[src/rtl/demux_rr_dispatch.sv]
// Round-robin / fixed-target dispatcher: one input valid/ready stream steered to
// one of four output channels through a single registered holding buffer.
module demux_rr_dispatch #(
   parameter int W     = 4,
   parameter int CNT_W = 8
) (
   input  logic             clk,
   input  logic             rst_n,
   input  logic [W-1:0]     in_data,
   input  logic             in_valid,
   output logic             in_ready,
   input  logic             mode,
   input  logic [1:0]       sel_fixed,
   output logic [W-1:0]     out_data0,
   output logic [W-1:0]     out_data1,
   output logic [W-1:0]     out_data2,
   output logic [W-1:0]     out_data3,
   output logic [3:0]       out_valid,
   input  logic [3:0]       out_ready,
   output logic [1:0]       cur_sel,
   output logic [CNT_W-1:0] xfer_cnt
);

   // state | meaning
   // IDLE  | buffer empty, ready for a new word
   // HOLD  | buffer full, presenting word to its latched target channel
   typedef enum logic {
      IDLE = 1'b0,
      HOLD = 1'b1
   } state_t;

   state_t           state;
   state_t           state_nxt;
   logic [W-1:0]     hold_buf;
   logic [1:0]       target;
   logic [1:0]       rr_ptr;
   logic [1:0]       rr_nxt;
   logic [1:0]       tsel;
   logic             xfer;
   logic             can_take;
   logic             accept;

   assign xfer     = (state == HOLD) && out_ready[target];
   assign can_take = (state == IDLE) || xfer;
   assign accept   = in_valid && can_take;

   // A refill in the same cycle as a transfer targets the post-increment pointer.
   assign rr_nxt = (xfer && !mode) ? rr_ptr + 2'd1 : rr_ptr;
   assign tsel   = mode ? sel_fixed : rr_nxt;

   always_ff @(posedge clk) begin
      if (!rst_n) begin
         state <= IDLE;
      end else begin
         state <= state_nxt;
      end
   end

   always_comb begin
      state_nxt = state;
      case (state)
         IDLE: begin
            if (in_valid) begin
               state_nxt = HOLD;
            end
         end
         HOLD: begin
            if (xfer && !in_valid) begin
               state_nxt = IDLE;
            end
         end
         default: state_nxt = IDLE;
      endcase
   end

   always_ff @(posedge clk) begin
      if (!rst_n) begin
         hold_buf <= '0;
         target   <= 2'd0;
         rr_ptr   <= 2'd0;
         xfer_cnt <= '0;
      end else begin
         if (accept) begin
            hold_buf <= in_data;
            target   <= tsel;
         end
         if (xfer) begin
            xfer_cnt <= xfer_cnt + CNT_W'(1);
         end
         rr_ptr <= rr_nxt;
      end
   end

   // Outputs are forced quiet while reset is held, regardless of register contents.
   always_comb begin
      in_ready  = 1'b0;
      out_valid = 4'b0000;
      out_data0 = '0;
      out_data1 = '0;
      out_data2 = '0;
      out_data3 = '0;
      if (rst_n) begin
         in_ready = can_take;
         if (state == HOLD) begin
            out_valid[target] = 1'b1;
            case (target)
               2'd0:    out_data0 = hold_buf;
               2'd1:    out_data1 = hold_buf;
               2'd2:    out_data2 = hold_buf;
               default: out_data3 = hold_buf;
            endcase
         end
      end
   end

   assign cur_sel = (state == HOLD) ? target : rr_ptr;

endmodule

[config.mk]
export PLATFORM = sky130hd
export DESIGN_NAME = demux_rr_dispatch
export DESIGN_NICKNAME = d
export VERILOG_FILES = /design/src/rtl/demux_rr_dispatch.sv
export SDC_FILE = /design/constraint.sdc
export NUM_CORES = 1
export LEC_CHECK = 0
export BUFFER_PORTS_ARGS = -buffer_cell sky130_fd_sc_hd__buf_2
export CAP_MARGIN = 20
export CORE_MARGIN = 2
export CORE_UTILIZATION = 46
export CTS_CLUSTER_DIAMETER = 150
export DETAILED_ROUTE_END_ITERATION = 10
export GPL_TIMING_DRIVEN = 0
export PLACE_DENSITY = 0.85
export SYNTH_ARGS = -nofsm -noshare
export SYNTH_HDL_FRONTEND = slang
export SYNTH_SLANG_ARGS = --single-unit
[constraint.sdc]
create_clock -name clk -period 1.9 [get_ports clk]
set_input_delay 0.19 -clock clk [delete_from_list [all_inputs] [get_ports clk]]
set_output_delay 0.19 -clock clk [all_outputs]
set_load 0.02 [all_outputs]
Word level (Yosys, flattened, before mapping)
Index checks and enable logic that the tools add are counted.
- register bits: 17
- input port bits: 14
- output and inout port bits: 31
- logic and storage cells: 47
- add/sub/neg operators: 2
- magnitude comparators: 2
- eq/ne operators: 2
- mux-type cells: 25
- bitwise gates (word level): 1
- reduce and logical (&&, ||, !) cells: 10
- operators by type and width (operator ; count):
    $mux 4 ; 14
    $add 8x1->8 const B ; 1
    $mux 2 ; 3
    $logic_and 1x1->1 ; 5
    $mux 1 ; 5
    $lt 2x3->1 const B ; 1
    $reduce_or 3->1 ; 1
    $add 2x1->2 const B ; 1
    $bmux 1 s2 ; 1
    $demux 1 s2 ; 1
    $eq 2x1->1 const B ; 1
    $eq 2x2->1 const B ; 1
    $ge 2x1->1 const B ; 1
    $logic_not 1->1 ; 2
    $logic_not 2->1 ; 1
    $pmux 1 s2 ; 1
    $logic_or 1x1->1 ; 1
    $not 1->1 ; 1

Longest topological paths before layout
Gate-level depths: netlist of the first run.
- depth after elaboration: 6
- gate-level depth with buffers: 6
- depth with buffers taken out: 4

Least setup slack after synthesis of the first run
OpenSTA, ideal clock, no wires.
- path type: reg-to-output
- from: register target[0]
- to: output out_data1[0]
- arrival: 1.449 ns
- data required time: 1.710 ns
- setup slack: 0.261 ns
- stages on the path, launching flop included: 5
- buffers on the path: 1
- cell sequence: dfxtp_1 > buf_6 > inv_1 > nor3_1 > and2_1
- cells in the longest elaborated chain, start to end: 4
- RTL lines (item ; RTL line ; text):
    from (decl) ; 35 ; logic [1:0] target;
    from (signal assigned) ; 85 ; target <= tsel;
    $eq 2x1->1 ; 106 ; case (target)
    $mux 4 ; 106 ;
    $mux 4 ; 104 ; if (state == HOLD) begin
    $mux 4 ; 102 ; if (rst_n) begin
    to (decl) ; 15 ; output logic [W-1:0] out_data1,
No other way between the ends.

Worst setup path after layout of the first run
- from: register target[0]
- to: output in_ready
- cells in the longest elaborated chain, start to end: 5
- RTL lines (item ; RTL line ; text):
    $bmux 1 s2 ; 43 ; assign xfer = (state == HOLD) && out_ready[target];
    $mux 1 (not written as such) ; 43 ;
    $logic_and 1x1->1 ; 43 ;
    $logic_or 1x1->1 ; 44 ; assign can_take = (state == IDLE) || xfer;
    $mux 1 ; 102 ;
    to (decl) ; 11 ; output logic in_ready,
No other way between the ends. The select of a mux whose other input is x is not followed.

==> impl_metrics.env, run 1 <==
export IMPL_synth_top_family_by_area="simple AND/OR/NAND/NOR gates"
export IMPL_synthArstFlopShare_pct=0
export IMPL_first_pass_iters=4
export IMPL_drv_slew=0
export IMPL_core_region_area_um2=2020
export IMPL_power_internal_mw=0.515
export IMPL_grt_start_max_net_pins=11
export IMPL_pwr_share_seq_pct=52.2
export IMPL_drt_vias_per_instance=5.44
export IMPL_final_cell_mix="buf_2, dfxtp_1, and2_1"
export IMPL_numCtsBuffers=3
export IMPL_die_area_um2=2590
export IMPL_clk_insertion_delay_late_ps=300
export IMPL_synth_compound_area_share_pct=18.0
export IMPL_grt_setup_unrepaired="false"
export IMPL_postSynthCellCount=118
export IMPL_synth_main_ff_cell="dfxtp_1"
export IMPL_cp_required_ps=1710
export IMPL_drive_above_1_share_pct=36.1
export IMPL_syn_to_final_growth_pct=29.0
export IMPL_p_sw_share_pct=30.0
export IMPL_powerDensity_nw_per_um2=565
export IMPL_post_route_drc_count=0
export IMPL_pwr_share_comb_pct=20.9
export IMPL_fp_dieW_um=50.9
export IMPL_n_fill_cell=190
export IMPL_num_vias=1050
export IMPL_synth_mux_area_share_pct=11.3
export IMPL_seq_area_frac_synth_pct=33.7
export IMPL_utilization_pct=64.4
export IMPL_synthAdderAreaFrac_pct=1.24
export IMPL_p_switching_mw=0.220
export IMPL_root_buffer="clkbuf_4"
export IMPL_drtAntennaViolNets=0
export IMPL_fin_setup_tns_ps=0
export IMPL_synth_area_um2=1010
export IMPL_clockPowerShare_pct=26.9
export IMPL_cts_tree="done"
export IMPL_setup_slack_ps=62.1
export IMPL_htree_levels=1
export IMPL_clkTransAtPathRegs_ps=110
export IMPL_p_leak_nw=0.613
export IMPL_hold_violations=0
export IMPL_period_share_pct=96.7
export IMPL_pre_cts_ws_ps=189
export IMPL_ys_ff_latch=17
export IMPL_routed_wl_um=2620
export IMPL_ff2ff_setup_slack_ps=140
export IMPL_overflow=0
export IMPL_ys_warn_count=0
export IMPL_peakVddDrop_mv=0.423
export IMPL_final_common_cell="buf_2"
export IMPL_drtIter0Drc=24
export IMPL_endpoint="in_ready"
export IMPL_holdCritPathClass="in2reg"
export IMPL_timing_rr_start="target[0]$_SDFFE_PN0P_"
export IMPL_grt_pass1_vias=946
export IMPL_synth_edf_count=0
export IMPL_syn_nets=133
export IMPL_crit_arrival_ps=1650
export IMPL_synth_xor_xnor_area_share_pct=0.867
export IMPL_fin_worst_skew_ps=14.8
export IMPL_tightest_slew_ps=430
export IMPL_antenna_found_initial=0
export IMPL_place_congestion=0.775
export IMPL_rr_endpoint="hold_buf[2]$_SDFFE_PN0P_"
export IMPL_setup_violations=0
export IMPL_yosysUniqueCellTypes=33
export IMPL_gr_usage_all_layers_pct=19.3
export IMPL_nets=182
export IMPL_wl_per_cell_um=13.6
export IMPL_criticalPathCategory="reg2out"
export IMPL_yosys_area_share_simple_pct=28.7
export IMPL_syn_avg_cell_area_um2=8.56
export IMPL_crit_path_end_kind="output pin"
export IMPL_num_antenna_cells=0
export IMPL_relSlewSlack_pct=71.3
export IMPL_startpoint="target[0]$_SDFFE_PN0P_"
export IMPL_num_rows=16
export IMPL_status="completed"
export IMPL_critPathMaxFanout=8
export IMPL_initial_core_util_pct=49.9
export IMPL_clockBufferDepth=2
export IMPL_grt_pass1_wl_um=3790
export IMPL_numPortBuffers=44
export IMPL_rr_worst_depth=5
export IMPL_cts_sinks=17
export IMPL_die_h_um=50.9
export IMPL_pin_count=45
export IMPL_cap_violations=0
export IMPL_hpwl_um=2020
export IMPL_worstSetupStartpointType="flop"
export IMPL_max_freq_mhz=544
export IMPL_period_minus_slack_ps=1840
-- layout make-up --
| cell class | instances | area (um^2) | area share, % |
|---|---|---|---|
| repair buffers | 44 | 220 | 16.9 |
| plain buffers | 5 | 36.3 | 2.79 |
| clock buffers | 4 | 26.3 | 2.02 |
| flip-flops and latches | 17 | 340 | 26.1 |
| well taps | 27 | 33.8 | 2.59 |
| inverters | 7 | 26.3 | 2.02 |
| multi-input cells | 89 | 619 | 47.6 |
-- what timing repair did --
| item | CTS | global route |
|---|---|---|
| buffers inserted | 0 | 0 |
| gates resized for setup | 0 | 3 |
| endpoints found under the setup margin | 0 | 5 |
| hold buffers | 0 | 0 |
-- per-layer routing --
metal	wire length [um]	GRT usage, %	vias to the layer above
li1	-	-	514
met1	1070	20.0	484
met2	1320	36.0	40
met3	119	2.92	12
met4	108	12.2	0
met5	0	0	-
-- Yosys cell counts, drive strengths merged (2+ instances only) --
| library cell | n | share of area [%] |
|---|---|---|
| dfxtp | 17 | 34 |
| and2 | 16 | 9.9 |
| nor2 | 12 | 4.5 |
| a21oi | 8 | 4.3 |
| mux2i | 8 | 7.9 |
| inv | 7 | 2.6 |
| nand2 | 5 | 1.9 |
| o21ai | 5 | 3.6 |
| o31ai | 5 | 3.7 |
| or4 | 5 | 3.7 |
| buf | 4 | 3.2 |
| nand3 | 4 | 2.0 |
| nor3 | 3 | 1.5 |
| nand2b | 2 | 1.2 |
| or3 | 2 | 1.2 |
-- registers in the layout, summed over array words and instances (netlist names) --
| register | flops |
|---|---|
| target | 2 |
| xfer_cnt | 8 |
| hold_buf | 4 |
| rr_ptr | 2 |
| state | 1 |
-- cell families after synthesis --
| group | Yosys count |
|---|---|
| compound gates | 24 |
| xor+xnor | 1 |
| fa+ha+maj | 1 |
| buf+inv | 12 |
| flops | 17 |
| mux | 10 |
| simple gates | 53 |
-- per-stage QoR --
step / area, um^2 / instances / total power [mW] / hold WS [ps]
after CTS: 1290 / 193 / 0.733 / 129
after global placement: 1260 / 189 / 0.535 / 421
final: 1300 / 193 / 0.736 / 137
after detailed placement: 1260 / 189 / 0.542 / 430
after floorplan: 1010 / 118 / 0.493 / 311
after global routing: 1300 / 193 / 0.765 / 131
-- critical path, stage by stage, from the launching register on --
cell	delay [ps]
dfxtp_1	340
buf_6	120
mux4_2	550
nor2_2	120
nor2_1	50
buf_2	170
-- how the worst min path moves through the flow --
stage | start | to | slack (ps) | cells past startpoint
4_1_cts | in_data[0] | hold_buf[0]$_SDFFE_PN0P_ | 130 | 3
3_5_place_dp | in_data[0] | hold_buf[0]$_SDFFE_PN0P_ | 430 | 3
2_1_floorplan | in_valid | state$_SDFF_PN0_ | 310 | 2
3_3_place_gp | in_data[1] | hold_buf[1]$_SDFFE_PN0P_ | 420 | 3
5_1_grt | in_data[0] | hold_buf[0]$_SDFFE_PN0P_ | 130 | 3
6_report | in_data[0] | hold_buf[0]$_SDFFE_PN0P_ | 140 | 3
-- power by group through the flow --
stage               combinational (mW)  clock (mW)  sequential (mW)
floorplan                        0.101           0            0.392
global placement                 0.145           0            0.390
detailed placement               0.151           0            0.392
CTS                              0.151       0.198            0.383
global route                     0.165       0.214            0.386
finish                           0.154       0.198            0.384
(Power assumes the default switching activity.)
==> run 2: changes to the inputs <==
--- a/config.mk
+++ b/config.mk
@@ -7,12 +7,14 @@
 export LEC_CHECK = 0
 export BUFFER_PORTS_ARGS = -buffer_cell sky130_fd_sc_hd__buf_2
 export CAP_MARGIN = 20
+export CELL_PAD_IN_SITES_DETAIL_PLACEMENT = 0
+export CELL_PAD_IN_SITES_GLOBAL_PLACEMENT = 2
 export CORE_MARGIN = 2
-export CORE_UTILIZATION = 46
+export CORE_UTILIZATION = 25
 export CTS_CLUSTER_DIAMETER = 150
 export DETAILED_ROUTE_END_ITERATION = 10
 export GPL_TIMING_DRIVEN = 0
-export PLACE_DENSITY = 0.85
+export PLACE_DENSITY = 0.84
 export SYNTH_ARGS = -nofsm -noshare
 export SYNTH_HDL_FRONTEND = slang
 export SYNTH_SLANG_ARGS = --single-unit
==> impl_metrics.env, run 2 (same netlist as run 1, synthesis figures left out) <==
export IMPL_wl_per_cell_um=12.1
export IMPL_grt_pass1_wl_um=4110
export IMPL_numCtsBuffers=3
export IMPL_clk_insertion_delay_late_ps=250
export IMPL_utilization_pct=34.0
export IMPL_criticalPathCategory="reg2out"
export IMPL_gr_usage_met1_pct=15.0
export IMPL_initial_core_util_pct=25.6
export IMPL_grt_pass1_vias=912
export IMPL_place_congestion=0.696
export IMPL_critPathMaxFanout=8
export IMPL_root_buffer="clkbuf_8"
export IMPL_drt_vias_per_instance=4.74
export IMPL_grt_start_max_net_pins=11
export IMPL_drv_slew=0
export IMPL_busiest_layer="met2"
export IMPL_fp_dieW_um=67.6
export IMPL_hpwl_um=2060
export IMPL_crit_arrival_ps=1590
export IMPL_nets=182
export IMPL_pin_count=45
export IMPL_die_area_um2=4560
export IMPL_grt_setup_unrepaired="false"
export IMPL_crit_path_end_kind="output pin"
export IMPL_period_minus_slack_ps=1780
export IMPL_regMostFlops="xfer_cnt"
export IMPL_clockBufferDepth=2
export IMPL_die_h_um=67.6
export IMPL_final_cell_mix="buf_2, dfxtp_1, and2_1"
export IMPL_drtAntennaViolNets=0
export IMPL_fin_setup_tns_ps=0
export IMPL_core_region_area_um2=3940
export IMPL_regArea_um2=340
export IMPL_max_freq_mhz=563
export IMPL_drtIter0Drc=47
export IMPL_htree_levels=1
export IMPL_syn_to_final_growth_pct=32.8
export IMPL_cts_tree="done"
export IMPL_met2_usage_pct=19.2
export IMPL_overflow=0
export IMPL_drive_above_1_share_pct=35.5
export IMPL_first_pass_iters=4
export IMPL_fin_worst_skew_ps=8.38
export IMPL_powerDensity_nw_per_um2=595
export IMPL_postCtsHoldBufs=0
export IMPL_worstSetupStartpointType="flop"
export IMPL_clkTransAtPathRegs_ps=70
export IMPL_ff2ff_setup_slack_ps=170
export IMPL_routed_wl_um=2610
export IMPL_relSlewSlack_pct=71.7
export IMPL_postCtsSetupBuffers=0
export IMPL_ctsResizeCount=0
export IMPL_tightest_slew_ps=422
export IMPL_cts_sinks=17
export IMPL_gr_usage_all_layers_pct=11.7
export IMPL_hold_violations=0
export IMPL_peakVddDrop_mv=0.375
export IMPL_largest_register_ff_count=8
export IMPL_placed_area_um2=1290
export IMPL_p_leak_nw=0.620
export IMPL_num_antenna_cells=0
export IMPL_holdCritPathClass="in2reg"
export IMPL_n_fill_cell=422
export IMPL_use_met3_pct=2.00
export IMPL_multi_input_area_um2=609
export IMPL_antenna_found_initial=0
export IMPL_cp_required_ps=1710
export IMPL_status="completed"
export IMPL_reg_largest_list="xfer_cnt (8), hold_buf (4)"
export IMPL_final_common_cell="buf_2"
export IMPL_num_rows=23
export IMPL_setup_violations=0
export IMPL_post_route_drc_count=0
export IMPL_num_vias=1024
export IMPL_stdcell_area_um2=1340
export IMPL_numPortBuffers=44
export IMPL_period_share_pct=93.5
export IMPL_cap_violations=0
## run 2: worst max-delay path, cell delays in order (launching register included)
cell and delay, ps:
dfxtp_1 320, buf_6 120, mux4_2 550, nor2_2 120, nor2_1 40, buf_2 170
## run 2: through the flow
stage | power (mW) | std cells | setup slack (ps) | hold WS [ps]
6_report | 0.798 | 216 | 124 | 181
5_1_grt | 0.845 | 216 | 42.2 | 198
4_1_cts | 0.813 | 216 | 75.1 | 178
3_5_place_dp | 0.544 | 212 | 186 | 435
3_3_place_gp | 0.540 | 212 | 193 | 427
2_1_floorplan | 0.493 | 118 | 261 | 311
## run 2: power breakdown
group | internal (mW) | switching, mW
clock | 0.145 | 0.119
sequential | 0.371 | 0.0122
combinational | 0.0622 | 0.0885
total | 0.579 | 0.220
## run 2: cell type report
cell class / instances / area share, %
clock buffer: 3 / 3.08
tap: 50 / 4.66
buffer: 5 / 2.71
timing repair buffer: 44 / 16.4
multi-input combinational: 89 / 45.4
inverter: 7 / 1.96
sequential: 17 / 25.4
clock inverter: 1 / 0.373
## run 2: final timing paths
path,startpoint,endpoint,depth (start not counted)
hold reg to reg,xfer_cnt[7]$_SDFFE_PN0N_,xfer_cnt[7]$_SDFFE_PN0N_,2
setup / recovery,target[0]$_SDFFE_PN0P_,in_ready,5
hold / removal,in_data[2],hold_buf[2]$_SDFFE_PN0P_,3
setup reg to reg,target[0]$_SDFFE_PN0P_,hold_buf[0]$_SDFFE_PN0P_,5
## run 2: layer usage
layer | up-vias | part of all wire, %
met3 | 4 | 3.8
met5 | - | 0
li1 | 519 | -
met1 | 482 | 45
met4 | 0 | 1.3
met2 | 19 | 50
